<file path="config.mk">
export PLATFORM = sky130hd
export DESIGN_NAME = mc_control
export DESIGN_NICKNAME = d
export VERILOG_FILES = /design/src/rtl/mips_pkg.sv /design/src/rtl/mc_alu_decoder.sv /design/src/rtl/mc_control.sv
export SDC_FILE = /design/constraint.sdc
export NUM_CORES = 1
export LEC_CHECK = 0
export BUFFER_PORTS_ARGS = -buffer_cell sky130_fd_sc_hd__buf_2
export CAP_MARGIN = 10
export CORE_ASPECT_RATIO = 0.7
export CORE_MARGIN = 3
export CORE_UTILIZATION = 30
export CTS_CLUSTER_SIZE = 16
export DETAILED_ROUTE_END_ITERATION = 8
export SYNTH_ARGS = -nofsm -noshare
export SYNTH_HDL_FRONTEND = slang
export SYNTH_SLANG_ARGS = --single-unit
</file>
<file path="constraint.sdc">
create_clock -name clk -period 5.1 [get_ports clk]
set_clock_uncertainty 0.2 [all_clocks]
set_input_delay 0 -clock clk [delete_from_list [all_inputs] [get_ports clk]]
set_output_delay 0 -clock clk [all_outputs]
set_load 0.02 [all_outputs]
</file>
<file path="src/rtl/mips_pkg.sv">
// Definitions shared by the multicycle MIPS control unit and the ALU:
// FSM states, opcode and funct codes, and ALU control codes.
package mips_pkg;

   typedef enum logic [3:0] {
      S_FETCH  = 4'd0,
      S_DECODE = 4'd1,
      S_MEMADR = 4'd2,
      S_MEMRD  = 4'd3,
      S_MEMWB  = 4'd4,
      S_MEMWR  = 4'd5,
      S_EXEC   = 4'd6,
      S_ALUWB  = 4'd7,
      S_BRANCH = 4'd8,
      S_ADDIEX = 4'd9,
      S_ADDIWB = 4'd10,
      S_JUMP   = 4'd11
   } state_t;

   localparam logic [5:0] OP_RTYPE = 6'b000000;
   localparam logic [5:0] OP_LW    = 6'b100011;
   localparam logic [5:0] OP_SW    = 6'b101011;
   localparam logic [5:0] OP_BEQ   = 6'b000100;
   localparam logic [5:0] OP_ADDI  = 6'b001000;
   localparam logic [5:0] OP_J     = 6'b000010;

   localparam logic [5:0] FN_ADD = 6'b100000;
   localparam logic [5:0] FN_SUB = 6'b100010;
   localparam logic [5:0] FN_AND = 6'b100100;
   localparam logic [5:0] FN_OR  = 6'b100101;
   localparam logic [5:0] FN_SLT = 6'b101010;

   localparam logic [2:0] ALU_ADD = 3'b010;
   localparam logic [2:0] ALU_SUB = 3'b110;
   localparam logic [2:0] ALU_AND = 3'b000;
   localparam logic [2:0] ALU_OR  = 3'b001;
   localparam logic [2:0] ALU_SLT = 3'b111;

endpackage

</file>
<file path="src/rtl/mc_alu_decoder.sv">
// R-type funct decoder: maps funct to an ALU control code and flags
// functs the datapath cannot execute.
module mc_alu_decoder
   import mips_pkg::*;
(
   input  logic [5:0] funct,
   output logic [2:0] alu_ctrl,
   output logic       illegal
);

   always_comb begin
      alu_ctrl = ALU_ADD;
      illegal  = 1'b0;
      case (funct)
         FN_ADD:  alu_ctrl = ALU_ADD;
         FN_SUB:  alu_ctrl = ALU_SUB;
         FN_AND:  alu_ctrl = ALU_AND;
         FN_OR:   alu_ctrl = ALU_OR;
         FN_SLT:  alu_ctrl = ALU_SLT;
         default: illegal  = 1'b1;
      endcase
   end

endmodule

</file>
<file path="src/rtl/mc_control.sv">
// Multicycle MIPS control FSM with a variable-latency memory handshake.
// Define MC_CTRL_PERF_EN to add the cycle_cnt / instr_cnt performance counters.
module mc_control
   import mips_pkg::*;
#(
   parameter int ADDR_W = 32
) (
   input  logic       clk,
   input  logic       rst,
   input  logic [5:0] opcode,
   input  logic [5:0] funct,
   input  logic       zero,
   input  logic       mem_ready,
   output logic       mem_req,
   output logic       mem_we,
   output logic       iord,
   output logic       ir_write,
   output logic       pc_en,
   output logic [1:0] pc_src,
   output logic       alu_src_a,
   output logic [1:0] alu_src_b,
   output logic [2:0] alu_ctrl,
   output logic       reg_dst,
   output logic       mem_to_reg,
   output logic       reg_write,
   output logic       illegal_op,
   output logic [3:0] state_o
`ifdef MC_CTRL_PERF_EN
   ,
   output logic [ADDR_W-1:0] cycle_cnt,
   output logic [ADDR_W-1:0] instr_cnt
`endif
);

   state_t     state_reg, state_next;
   logic [2:0] fn_alu_ctrl;
   logic       fn_illegal;
   logic       op_illegal;
   logic       pc_write, pc_write_cond;

   mc_alu_decoder u_alu_decoder (
      .funct    (funct),
      .alu_ctrl (fn_alu_ctrl),
      .illegal  (fn_illegal)
   );

   always_comb begin
      case (opcode)
         OP_RTYPE: op_illegal = fn_illegal;
         OP_LW, OP_SW, OP_BEQ, OP_ADDI, OP_J: op_illegal = 1'b0;
         default:  op_illegal = 1'b1;
      endcase
   end

   always_ff @(posedge clk or posedge rst) begin
      if (rst) state_reg <= S_FETCH;
      else     state_reg <= state_next;
   end

   // Outputs are held at zero during reset so memory sees the request drop at once.
   always_comb begin
      state_next    = state_reg;
      mem_req       = 1'b0;
      mem_we        = 1'b0;
      iord          = 1'b0;
      ir_write      = 1'b0;
      pc_write      = 1'b0;
      pc_write_cond = 1'b0;
      pc_src        = 2'b00;
      alu_src_a     = 1'b0;
      alu_src_b     = 2'b00;
      alu_ctrl      = 3'b000;
      reg_dst       = 1'b0;
      mem_to_reg    = 1'b0;
      reg_write     = 1'b0;
      illegal_op    = 1'b0;
      state_o       = 4'd0;
      if (!rst) begin
         state_o = state_reg;
         case (state_reg)
            S_FETCH: begin
               mem_req   = 1'b1;
               alu_src_b = 2'b01;
               alu_ctrl  = ALU_ADD;
               ir_write  = mem_ready;
               pc_write  = mem_ready;
               if (mem_ready) state_next = S_DECODE;
            end
            S_DECODE: begin
               alu_src_b  = 2'b11;
               alu_ctrl   = ALU_ADD;
               illegal_op = op_illegal;
               if (op_illegal) state_next = S_FETCH;
               else begin
                  case (opcode)
                     OP_RTYPE:     state_next = S_EXEC;
                     OP_LW, OP_SW: state_next = S_MEMADR;
                     OP_BEQ:       state_next = S_BRANCH;
                     OP_ADDI:      state_next = S_ADDIEX;
                     default:      state_next = S_JUMP;
                  endcase
               end
            end
            S_MEMADR, S_ADDIEX: begin
               alu_src_a  = 1'b1;
               alu_src_b  = 2'b10;
               alu_ctrl   = ALU_ADD;
               if (state_reg == S_ADDIEX)  state_next = S_ADDIWB;
               else if (opcode == OP_LW)   state_next = S_MEMRD;
               else                        state_next = S_MEMWR;
            end
            S_MEMRD: begin
               mem_req = 1'b1;
               iord    = 1'b1;
               if (mem_ready) state_next = S_MEMWB;
            end
            S_MEMWB: begin
               reg_write  = 1'b1;
               mem_to_reg = 1'b1;
               state_next = S_FETCH;
            end
            S_MEMWR: begin
               mem_req = 1'b1;
               mem_we  = 1'b1;
               iord    = 1'b1;
               if (mem_ready) state_next = S_FETCH;
            end
            S_EXEC: begin
               alu_src_a  = 1'b1;
               alu_ctrl   = fn_alu_ctrl;
               state_next = S_ALUWB;
            end
            S_ALUWB: begin
               reg_write  = 1'b1;
               reg_dst    = 1'b1;
               state_next = S_FETCH;
            end
            S_ADDIWB: begin
               reg_write  = 1'b1;
               state_next = S_FETCH;
            end
            S_BRANCH: begin
               alu_src_a     = 1'b1;
               alu_ctrl      = ALU_SUB;
               pc_write_cond = 1'b1;
               pc_src        = 2'b01;
               state_next    = S_FETCH;
            end
            S_JUMP: begin
               pc_write   = 1'b1;
               pc_src     = 2'b10;
               state_next = S_FETCH;
            end
            default: state_next = S_FETCH;
         endcase
      end
      pc_en = pc_write | (pc_write_cond & zero);
   end

`ifdef MC_CTRL_PERF_EN
   // DECODE->FETCH is only taken by illegal instructions, so it is not retired.
   always_ff @(posedge clk or posedge rst) begin
      if (rst) begin
         cycle_cnt <= '0;
         instr_cnt <= '0;
      end else begin
         cycle_cnt <= cycle_cnt + ADDR_W'(1);
         if (state_reg != S_FETCH && state_reg != S_DECODE && state_next == S_FETCH)
            instr_cnt <= instr_cnt + ADDR_W'(1);
      end
   end
`endif

endmodule
</file>
Yosys cells after proc, flatten, opt, wreduce, memory -nomap -nowiden
Index checks and enable logic that the tools add are counted.
{"block": "op_classes", "eq_ne": 24, "muxes": 40, "bitwise_logic": 3, "n_reduce_logical": 12}
{"operator": "6-bit equality test, second input constant", "n": 7}
{"operator": "4-bit 2-to-1 mux", "n": 6}
{"operator": "4-bit one-hot mux with 6 select lines", "n": 1}
{"operator": "1-bit 2-to-1 mux", "n": 22}
{"operator": "4-bit by 3-bit equality test with 1-bit output, second input constant", "n": 4}
{"operator": "4-bit equality test, second input constant", "n": 4}
{"operator": "4-bit one-hot mux with 4 select lines", "n": 1}
{"operator": "3-bit one-hot mux with 4 select lines", "n": 1}
{"operator": "5-bit OR reduction", "n": 2}
{"operator": "3-bit one-hot mux with 3 select lines", "n": 1}
{"operator": "4-bit by 2-bit equality test with 1-bit output, second input constant", "n": 2}
{"operator": "4-bit OR reduction", "n": 2}
{"operator": "6-bit by 2-bit equality test with 1-bit output, second input constant", "n": 1}
{"operator": "6-bit by 3-bit equality test with 1-bit output, second input constant", "n": 1}
{"operator": "6-bit by 4-bit equality test with 1-bit output, second input constant", "n": 1}
{"operator": "6-bit logical NOT", "n": 1}
{"operator": "3-bit 2-to-1 mux", "n": 2}
{"operator": "2-bit != test, second input constant", "n": 3}
{"operator": "2-bit one-hot mux with 3 select lines", "n": 1}
{"operator": "2-bit OR reduction", "n": 3}
{"operator": "3-bit OR reduction", "n": 2}
{"operator": "4-bit by 1-bit equality test with 1-bit output, second input constant", "n": 1}
{"operator": "4-bit logical NOT", "n": 1}
{"operator": "2-bit 2-to-1 mux", "n": 2}
{"operator": "other kinds (6)", "n": 7}
{"block": "word_totals", "ff_bits": 4, "inputBits": 16, "output_inout_bits": 21, "elab_cells": 80}

Longest topological paths before layout
Gate-level depths: netlist of the first run.
{"block": "depth", "ltp_word": 6, "ltp_mapped": 6, "depth_no_buf": 4}

By module
A second synthesis of the first run with hierarchy kept.
{"block": "hier_totals", "cells_unflattened": 117, "area_unflattened_um2": 828.3}
{"module": "mc_control", "n_inst": 1, "cells_each": 107, "area_each_um2": 744.5, "seq_area_each_um2": 100.1}
{"module": "mc_alu_decoder", "n_inst": 1, "cells_each": 10, "area_each_um2": 83.8, "seq_area_each_um2": 0.0}

Least setup slack after synthesis of the first run
Ideal clock, no wire load.
{"block": "synth_path", "path_kind": "register -> output", "start": "register state_reg[1]", "end": "output port alu_ctrl[0]", "arrival_ps": 1836, "t_required_ps": 4900, "slack_ps": 3064, "stages_incl_launch_ff": 5, "n_path_buf": 1, "path_cell_list": "dfrtp_1 -> or3b_2 -> clkbuf_1 -> nor4_1 -> a21boi_0"}
{"block": "synth_between", "elab_chain_len": 4, "word_cells_on_any_way": 9, "cone_classes": "eq/ne: 5; mux: 2; reduce/logical: 2"}
{"item": "start: declaration", "line": "mc_control.sv:35", "rtl": "state_t state_reg, state_next;"}
{"item": "start signal: assignment", "line": "mc_control.sv:57", "rtl": "else state_reg <= state_next;"}
{"item": "4-bit equality test, or another cell as far along", "line": "mc_control.sv:80", "rtl": "case (state_reg)"}
{"item": "4-bit OR reduction (no source line)"}
{"item": "3-bit one-hot mux with 3 select lines *", "line": "mc_control.sv:80"}
{"item": "3-bit 2-to-1 mux *", "line": "mc_control.sv:78", "rtl": "if (!rst) begin"}
{"item": "end: declaration", "line": "mc_control.sv:22", "rtl": "output logic [2:0] alu_ctrl,"}
Mark *: on every way between the ends. The rest lies on a longest branch, timed or not.

Worst setup path after layout of the first run
{"block": "layout_path", "start": "register state_reg[1]", "end": "output port alu_ctrl[1]"}
Same word-level chain as after synthesis.

==> results of run 1 <==
-- what timing repair did --
action / CTS / global route
endpoints found under the setup margin: 0 / 0
hold buffers: 2 / 0
hold endpoints to repair: 5 / 0
-- cells by family after synthesis --
logic type	after synthesis	share of synthesized area [%]
flip-flops	4	12.9
AND/OR/NAND/NOR	57	44.1
AO/OA/AOI/OAI	32	29.2
multiplexers	2	2.75
buffers and inverters	16	8.72
XOR/XNOR	2	2.26
-- synthesized netlist by cell type (2+ instances only) --
cell type,number,area share [%]
o31ai_1,2,1.9
clkbuf_1,9,4.4
a31oi_1,3,2.4
nand2b_1,4,3.2
inv_1,6,2.9
and3_1,2,1.6
nand3_1,2,1.3
or3b_2,3,3.4
a21boi_0,2,1.9
nor4_1,6,4.8
o21bai_1,2,1.9
nor2_1,8,3.9
a21o_1,2,1.9
a21oi_1,7,4.5
o21a_1,2,1.9
nor3b_1,2,1.9
nor2b_1,6,4.8
nor3_1,10,6.5
dfrtp_1,4,13
o21ai_0,2,1.3
nand2_1,4,1.9
-- worst max-delay path by stage --
stage	start	end	slack (ns)	cells after the start
2_1_floorplan	state_reg[1]	alu_ctrl[0]	3.06	4
3_5_place_dp	state_reg[1]	alu_ctrl[1]	2.90	5
3_3_place_gp	state_reg[1]	alu_ctrl[1]	3.00	5
6_report	state_reg[1]	alu_ctrl[1]	2.64	5
4_1_cts	state_reg[1]	alu_ctrl[1]	2.65	5
5_1_grt	state_reg[1]	alu_ctrl[1]	2.53	5
-- power groups by stage --
stage                     logic, W  registers [W]  clock network (W)
after floorplan           0.000144      0.0000432                  0
after global placement    0.000160      0.0000669                  0
after detailed placement  0.000162      0.0000683                  0
after CTS                 0.000164      0.0000681          0.0000673
after global routing      0.000180      0.0000727          0.0000688
final                     0.000163      0.0000686          0.0000652
-- per-layer routing --
layer / global-route usage, % / vias to the layer above / share of wire (%)
met4: 3.04 / 0 / 0
met1: 17.3 / 442 / 48
li1: - / 493 / -
met3: 2.08 / 0 / 6.1
met2: 22.9 / 29 / 46
met5: 0 / - / 0
-- per-stage QoR --
step	total power (W)	worst slack, ns	cells	hold WS [ns]	util [%]
finish	0.000297	2.64	176	0.0742	44.1
global route	0.000322	2.53	176	0.119	44.1
CTS	0.000299	2.65	176	0.0613	44.1
detailed placement	0.000231	2.90	171	-0.115	41.4
global placement	0.000227	3.00	171	-0.119	41.4
floorplan	0.000187	3.06	113	-0.217	-
-- layout by cell type, fill, tap and decap left out, types with 3 or more instances in the layout --
master / count
inv_1: 6
nor4_1: 6
or3b_2: 3
buf_2: 36
nor3_1: 10
a31oi_1: 3
nor2_1: 8
nand2_1: 4
nand2b_1: 4
clkbuf_8: 3
nor2b_1: 6
a21oi_1: 7
dfrtp_1: 4
-- cell type report --
cell class | instances | area share (%)
Timing Repair Buffer | 38 | 19.8
Tap cell | 32 | 3.96
Clock buffer | 3 | 4.08
Inverter | 6 | 2.23
Sequential cell | 4 | 9.90
Multi-Input combinational cell | 93 | 60.0
-- worst register-to-register path: stages (launching register included) --
cell and delay, ns:
dfrtp_1 0.55, or3_4 0.46, or2_4 0.25, or4_1 0.50, nand3_1 0.09
==> flow_summary.json, run 1 <==
{
  "die_area_mm2": 0.00324,
  "dr.pass1.iters": 4,
  "path_class": "flop to output port",
  "die_x_um": 66.7,
  "drtIter0Drc": 51,
  "multiInputGateArea_um2": 607,
  "required_ns": 4.90,
  "critPathTopFamily": "simple AND/OR/NAND/NOR gates",
  "h-tree-depth": 1,
  "cp_num_buf_inv": 1,
  "worst_path_max_delay_cell": "dfrtp_1",
  "die_h_um": 48.5,
  "antenna_found_initial": 0,
  "worstPathMaxFanout": 17,
  "hold_viol": 0,
  "rsz0062_at_grt": "false",
  "ant_nets": 0,
  "r2r_start": "state_reg[1]",
  "p_clk_share_pct": 21.9,
  "ir_drop_mv": 0.225,
  "via_per_inst": 5.48,
  "core_mm2": 0.00229,
  "power_leakage_nw": 0.474,
  "cts_sinks": 4,
  "period_share_pct": 48.2,
  "num_antenna_cells": 0,
  "cp.arrival_ns": 2.26,
  "final_area_mm2": 0.00101,
  "p_sw_share_pct": 46.6,
  "overflow": 0,
  "max_freq_ghz": 0.406,
  "ys_types": 46,
  "cts_max_path_buffers": 2,
  "cp-start-kind": "flop",
  "synth_flop_cell": "dfrtp_1",
  "r2r-end": "state_reg[0]",
  "synth_cells": 113,
  "fin_tns_setup_ns": 0,
  "regArea_um2": 100,
  "rows": 14,
  "p_sw_w": 0.000138,
  "final_nets": 162,
  "insertion_delay_ns": 0.21,
  "drt_wl_total_um": 2210,
  "seqPwrFrac_pct": 23.1,
  "cts_resized": 0,
  "ys_warn_count": 0,
  "ys_seq_area_share_pct": 12.9,
  "tritoncts": "yes",
  "numPortBuffers": 36,
  "largest_register_ffs": 4,
  "syn_area_um2": 774,
  "outcome": "complete, no violations",
  "tightest_slew_ns": 0.548,
  "drc": 0,
  "combinationalPowerShare_pct": 55.0,
  "power_density_mw_per_mm2": 294,
  "period_needed_ns": 2.46,
  "syn_nets": 129,
  "slew_viol_final": 0,
  "nFillCells": 233,
  "first_global_vias": 851,
  "p_int_w": 0.000158,
  "dp_hpwl_um": 1670,
  "place_congestion": 0.798,
  "start_util_pct": 33.8,
  "min_to": "state_reg[1]",
  "grt_max_degree": 23,
  "setup_viol": 0,
  "synth.avg_cell_area_um2": 6.85,
  "clockRootBuffer": "clkbuf_8",
  "grt_pass1_wl_um": 3560,
  "grt_usage_pct": 13.3,
  "hold_path_class": "input pin to flop",
  "endpoint_kind": "output port",
  "drive_above_1_share_pct": 32.6,
  "io_pins": 37,
  "clk_pin_slew_ns": 0.03,
  "syn_to_final_growth_pct": 30.5,
  "ys_ff_latch": 4,
  "hold_start": "opcode[3]",
  "routed-via-count": 964,
  "post_cts_buffers": 0,
  "cts_made_buffers": 3,
  "rrSetupSlack_ns": 2.99,
  "cap_violations": 0,
  "slew_headroom_pct": 63.5,
  "critical_path.max_stage_delay_ns": 0.64,
  "dpl_cell_area_um2": 950,
  "routedWlPerCell_um": 12.6,
  "holdPathStages": 4,
  "crit_chain": "or3b_2, nor4_1, a221oi_1, o31ai_1, buf_2",
  "synth_edf_count": 0,
  "reg2reg_depth": 4,
  "ys_async_sr_fraction_pct": 100
}
No activity file was read; power rests on OpenSTA's default activity.
==> inputs of run 2 (changes only) <==
--- a/config.mk
+++ b/config.mk
@@ -5,6 +5,7 @@
 export SDC_FILE = /design/constraint.sdc
 export NUM_CORES = 1
 export LEC_CHECK = 0
+export ABC_AREA = 1
 export BUFFER_PORTS_ARGS = -buffer_cell sky130_fd_sc_hd__buf_2
 export CAP_MARGIN = 10
 export CORE_ASPECT_RATIO = 0.7
==> constraint.sdc (replaced) <==
create_clock -name clk -period 2.3 [get_ports clk]
set_clock_uncertainty 0.2 [all_clocks]
set_input_delay 0 -clock clk [delete_from_list [all_inputs] [get_ports clk]]
set_output_delay 0 -clock clk [all_outputs]
set_load 0.02 [all_outputs]
==> run 2 against run 1 <==
Against the previous run:
- routed wire length is 3.9% lower
- register-to-register slack lost 2.3 ns
- count of clock-buffer cells in the layout is the same
- final cell count grew 18%
- non-clock buffer count down 1
- hold slack got worse by 0.048 ns
- worst setup slack got worse by 2.3 ns
- via count shrank 0.31%
- die area is 7.1% lower
- final area is 5.3% lower
- clock power up 31%
- synthesized area shrank 7.9%
- critical path type unchanged
- largest power group unchanged
==> flow_summary.json, run 2 <==
{
  "grt_usage_pct": 14.2,
  "hold_viol": 0,
  "rsz0062_at_grt": "false",
  "multiInputGateArea_um2": 514,
  "cap_violations": 0,
  "die_x_um": 64.3,
  "tightest_slew_ns": 0.377,
  "period_share_pct": 84.3,
  "rrSetupSlack_ns": 0.67,
  "crit_cells": 6,
  "ys_seq_area_share_pct": 14.0,
  "cts_resized": 0,
  "dp.cells": 204,
  "routedWlPerCell_um": 10.2,
  "synth_common_cells": "nand2_1, nor2_1, inv_1, nand3_1, inv_2",
  "regArea_um2": 100,
  "io_pins": 37,
  "nFillCells": 251,
  "syn_area_um2": 713,
  "power_leakage_nw": 0.589,
  "cp.arrival_ns": 1.74,
  "first_global_vias": 800,
  "overflow": 0,
  "core_mm2": 0.00221,
  "r2r-end": "state_reg[2]",
  "cts_sinks": 4,
  "final_cell_mix": "nand2_1, buf_2, nor2_1",
  "largest_register_ffs": 4,
  "drive_above_1_share_pct": 29.5,
  "required_ns": 2.10,
  "grt_pass1_wl_um": 3390,
  "ir_drop_mv": 0.453,
  "ys_warn_count": 0,
  "slew_headroom_pct": 74.6,
  "worst_path_max_delay_cell": "dfrtp_1",
  "dr.pass1.iters": 4,
  "numPortBuffers": 36,
  "worstPathMaxFanout": 6,
  "cts_made_buffers": 3,
  "synth.avg_cell_area_um2": 5.17,
  "outcome": "complete, no violations",
  "place_congestion": 0.824,
  "final_nets": 194,
  "ant_nets": 0,
  "synth_cells": 138,
  "cp-endpoint": "alu_ctrl[2]",
  "drtIter0Drc": 38,
  "dp_hpwl_um": 1780,
  "synth_top_area_cell": "nand2_1",
  "cts_max_path_buffers": 2,
  "die_h_um": 46.8,
  "insertion_delay_ns": 0.23,
  "syn_nets": 154,
  "clk_pin_slew_ns": 0.04,
  "critical_path.max_stage_delay_ns": 0.44,
  "drc": 0,
  "drt_wl_total_um": 2130,
  "reg2reg_depth": 9,
  "yosysMostFrequentCell": "nand2_1",
  "cp-start-kind": "flop",
  "antenna_found_initial": 0,
  "ys_async_sr_fraction_pct": 100,
  "synth_area_leaders": "nand2_1, nor2_1, dfrtp_1",
  "hold_path_class": "input pin to flop",
  "clockRootBuffer": "clkbuf_4",
  "final_common_cell": "nand2_1",
  "num_antenna_cells": 0,
  "syn_to_final_growth_pct": 34.2,
  "synth_edf_count": 0,
  "power_density_mw_per_mm2": 733,
  "crit_chain": "inv_1, nand2_1, nor3_4, nand2_1, o32ai_1, buf_2",
  "rows": 14,
  "tritoncts": "yes",
  "synth_flop_cell": "dfrtp_1",
  "slew_viol_final": 0,
  "r2r_start": "state_reg[0]",
  "synth_top_cell_area_share_pct": 22.1,
  "ys_types": 23,
  "critPathTopFamily": "flip-flops",
  "path_class": "flop to output port",
  "h-tree-depth": 1,
  "hold_slack_ns": 0.0264,
  "routed-via-count": 961,
  "cpMostUsedCell": "nand2_1",
  "fin_tns_setup_ns": 0,
  "max_freq_ghz": 0.516,
  "period_needed_ns": 1.94,
  "postCtsHoldBufs": 1,
  "final_cells": 208,
  "via_per_inst": 4.62,
  "endpoint_kind": "output port",
  "crit_path_start": "state_reg[0]",
  "start_util_pct": 32.3,
  "post_cts_buffers": 0,
  "ys_ff_latch": 4,
  "setup_viol": 0,
  "die_area_mm2": 0.00301,
  "cp_num_buf_inv": 2,
  "grt_max_degree": 19,
  "power_w": 0.000701
}
run 2: changes by cell type in the layout (fill, tap and decap cells not counted), moves of 3 or more:
| cell | previous run | this run |
|---|---|---|
| or3b_2 | 3 | 0 |
| clkbuf_8 | 3 | 0 |
| nand3_1 | 2 | 12 |
| nor4_1 | 6 | 1 |
| a21oi_1 | 7 | 4 |
| inv_2 | 0 | 5 |
| clkbuf_4 | 0 | 3 |
| inv_1 | 6 | 19 |
| nand2b_1 | 4 | 0 |
| nand2_1 | 4 | 42 |
| nor2b_1 | 6 | 0 |
| nor3_1 | 10 | 2 |
| nor2_1 | 8 | 30 |
run 2: report_power, final:
part	switching [W]	internal, W	total, W	leakage, nW
clock network	0.0000272	0.0000583	0.0000854	0.0138
logic	0.000329	0.000156	0.000486	0.522
registers	0.0000401	0.0000900	0.000130	0.0535
run 2: cell type report:
cell class | count | share of cell area [%]
Inverter | 24 | 9.41
Sequential cell | 4 | 10.5
Timing Repair Buffer | 37 | 19.9
Multi-Input combinational cell | 108 | 53.7
Tap cell | 32 | 4.18
Clock buffer | 3 | 2.35
run 2: cell families (layout without fill, tap and decap cells):
family	after synthesis	after routing	synth area share, %
buffers and inverters	26	64	13.9
flip-flops	4	4	14.0
AO/OA/AOI/OAI	13	13	13.0
AND/OR/NAND/NOR	95	95	59.1
run 2: through the flow:
stage | setup slack, ns | area (µm²) | util [%]
finish | 0.361 | 957 | 43.4
global route | 0.186 | 957 | 43.4
CTS | 0.343 | 957 | 43.4
detailed placement | 0.618 | 925 | 41.9
global placement | 0.624 | 925 | 41.9
floorplan | 0.374 | 713 | -
run 2: metal layers:
metal	track usage [%]	wire length (µm)
met5	0	0
met4	3.78	0
met3	3.35	219
met2	21.3	814
met1	20.5	1090
run 2: how the worst min path moves through the flow:
stage          startpoint           end  slack [ns]  depth (start not counted)
2_1_floorplan         rst  state_reg[0]       -0.23                          2
3_3_place_gp          rst  state_reg[2]        -0.1                          2
3_5_place_dp          rst  state_reg[1]       -0.09                          2
4_1_cts         mem_ready  state_reg[1]        0.02                          5
5_1_grt         mem_ready  state_reg[2]        0.06                          5
6_report        mem_ready  state_reg[1]        0.03                          5
run 2: tightest hold or removal path: stages:
cell     delay, ns
buf_2         0.09
inv_1         0.11
a21oi_4       0.09
nand2_1       0.08
nand2_1       0.04
==> inputs of run 3 (changes only) <==
==> constraint.sdc (replaced) <==
create_clock -name clk -period 1.8 [get_ports clk]
set_clock_uncertainty 0.2 [all_clocks]
set_input_delay 0 -clock clk [delete_from_list [all_inputs] [get_ports clk]]
set_output_delay 0 -clock clk [all_outputs]
set_load 0.02 [all_outputs]
==> run 3 against run 2 <==
Against the previous run:
- critical path depth decreased by 1
- largest power group unchanged
- sequential cell count unchanged
- sequential power increased by 38%
==> flow_summary.json, run 3 (same netlist as run 2, synthesis figures left out) <==
{
  "start_util_pct": 32.3,
  "die_area_mm2": 0.00301,
  "final_cell_mix": "nand2_1, buf_2, nor2_1",
  "drive_above_1_share_pct": 41.7,
  "worst_path_max_delay_cell": "dfrtp_2",
  "cts_max_path_buffers": 2,
  "final_cells": 219,
  "grt_usage_pct": 14.0,
  "cap_violations": 0,
  "final_area_mm2": 0.00111,
  "io_pins": 37,
  "setup_viol": 0,
  "drt_wl_total_um": 2180,
  "final_util_pct": 50.2,
  "routed-via-count": 1011,
  "period_needed_ns": 1.75,
  "hold_slack_ns": 0.0357,
  "largest_register_ffs": 4,
  "first_global_vias": 810,
  "dr.pass1.iters": 4,
  "dp.cells": 204,
  "endpoint_kind": "output port",
  "place_congestion": 0.812,
  "die_h_um": 46.8,
  "clockRootBuffer": "clkbuf_4",
  "dpl_cell_area_um2": 931,
  "num_antenna_cells": 0,
  "core_mm2": 0.00221,
  "slew_headroom_pct": 75.5,
  "critPathTopFamily": "flip-flops",
  "tightest_slew_ns": 0.368,
  "grt_max_degree": 19,
  "hold_viol": 0,
  "cp-start-kind": "flop",
  "critical_path.max_stage_delay_ns": 0.46,
  "outcome": "complete, no violations",
  "drc": 0,
  "power_w": 0.00108,
  "die_x_um": 64.3,
  "p_sw_w": 0.000569,
  "max_freq_ghz": 0.573,
  "cp.arrival_ns": 1.55,
  "worstPathMaxFanout": 5,
  "syn_to_final_growth_pct": 55.4,
  "crit_chain": "inv_2, nor2_4, nand2_1, a41oi_1, buf_2",
  "cts_made_buffers": 3,
  "final_common_cell": "nand2_1",
  "p_clk_share_pct": 10.4,
  "combinationalPowerShare_pct": 72.9,
  "h-tree-depth": 1,
  "dp_hpwl_um": 1700,
  "clk_pin_slew_ns": 0.04,
  "final_nets": 205,
  "period_share_pct": 96.9,
  "p_int_w": 0.000507,
  "via_per_inst": 4.62,
  "ant_nets": 0,
  "ir_drop_mv": 0.640,
  "insertion_delay_ns": 0.24,
  "antenna_found_initial": 0,
  "rows": 14,
  "path_class": "flop to output port",
  "hold_path_class": "input pin to flop",
  "grt_pass1_wl_um": 3370,
  "numPortBuffers": 36,
  "rsz0062_at_grt": "true",
  "drtIter0Drc": 77,
  "required_ns": 1.60,
  "slew_viol_final": 0,
  "power_leakage_nw": 0.662,
  "p_sw_share_pct": 52.9,
  "power_density_mw_per_mm2": 970,
  "cts_sinks": 4,
  "seqPwrFrac_pct": 16.7,
  "cp_num_buf_inv": 2,
  "routedWlPerCell_um": 9.95,
  "overflow": 0,
  "tritoncts": "yes"
}
-- run 3: cell types whose count changed in the layout (fill, tap and decap cells not counted), sizes merged --
| cell | before | now |
|---|---|---|
| buf | 36 | 47 |
-- run 3: metrics by stage --
stage | setup slack [ns] | setup TNS [ns]
floorplan | 0.0565 | 0
global placement | 0.127 | 0
detailed placement | 0.157 | 0
CTS | -0.0162 | -0.0162
global route | -0.0303 | -0.0618
finish | 0.0550 | 0
-- run 3: timing repair --
item | in CTS | in global routing
hold buffers | 1 | 0
endpoints found under the setup margin | 4 | 9
endpoints found under the hold margin | 4 | 0
buffers inserted | 5 | 6
gates resized for setup | 7 | 14
pin swaps | 2 | 5
-- run 3: layout make-up --
| cell class | instances | area, µm² |
|---|---|---|
| inverter | 24 | 92.6 |
| timing repair buffer | 48 | 278 |
| sequential | 4 | 105 |
| multi-input combinational | 108 | 571 |
| clock buffer | 3 | 22.5 |
| tap | 32 | 40.0 |
| fill | 239 | 1100 |
-- run 3: worst paths after layout --
check	slack, ns	depth (start not counted)	to	startpoint
max in group asynchronous	0.90	3	state_reg[3]	rst
worst min-delay path	0.04	5	state_reg[2]	mem_ready
min in group asynchronous	0.29	3	state_reg[2]	rst
worst min register to register	0.38	2	state_reg[0]	state_reg[0]
worst max register to register	0.14	11	state_reg[2]	state_reg[0]
worst max-delay path	0.05	5	alu_src_a	state_reg[3]
-- run 3: worst register-to-register path: stages (launching register included) --
cell and delay (ns):
dfrtp_2 0.42, inv_4 0.06, buf_4 0.15, nor2_4 0.16, nand2_4 0.08, buf_4 0.14, nand3_1 0.07, nand3_1 0.07
inv_1 0.06, nand2_1 0.05, nand2_1 0.05, nand2_1 0.05
-- run 3: power by group through the flow --
stage	Clock (W)	Sequential, W	Combinational (W)
after global placement	0	0.000169	0.000615
after CTS	0.000117	0.000172	0.000684
final	0.000111	0.000180	0.000784
after global routing	0.000126	0.000184	0.000866
after floorplan	0	0.000156	0.000460
after detailed placement	0	0.000168	0.000616
-- run 3: per-layer routing --
layer | global-route usage (%) | vias to the layer above | wire, µm
met1 | 19.6 | 430 | 1030
met3 | 3.83 | 0 | 228
met5 | 0 | - | 0
met2 | 22.7 | 43 | 916
li1 | - | 538 | -
met4 | 1.26 | 0 | 0
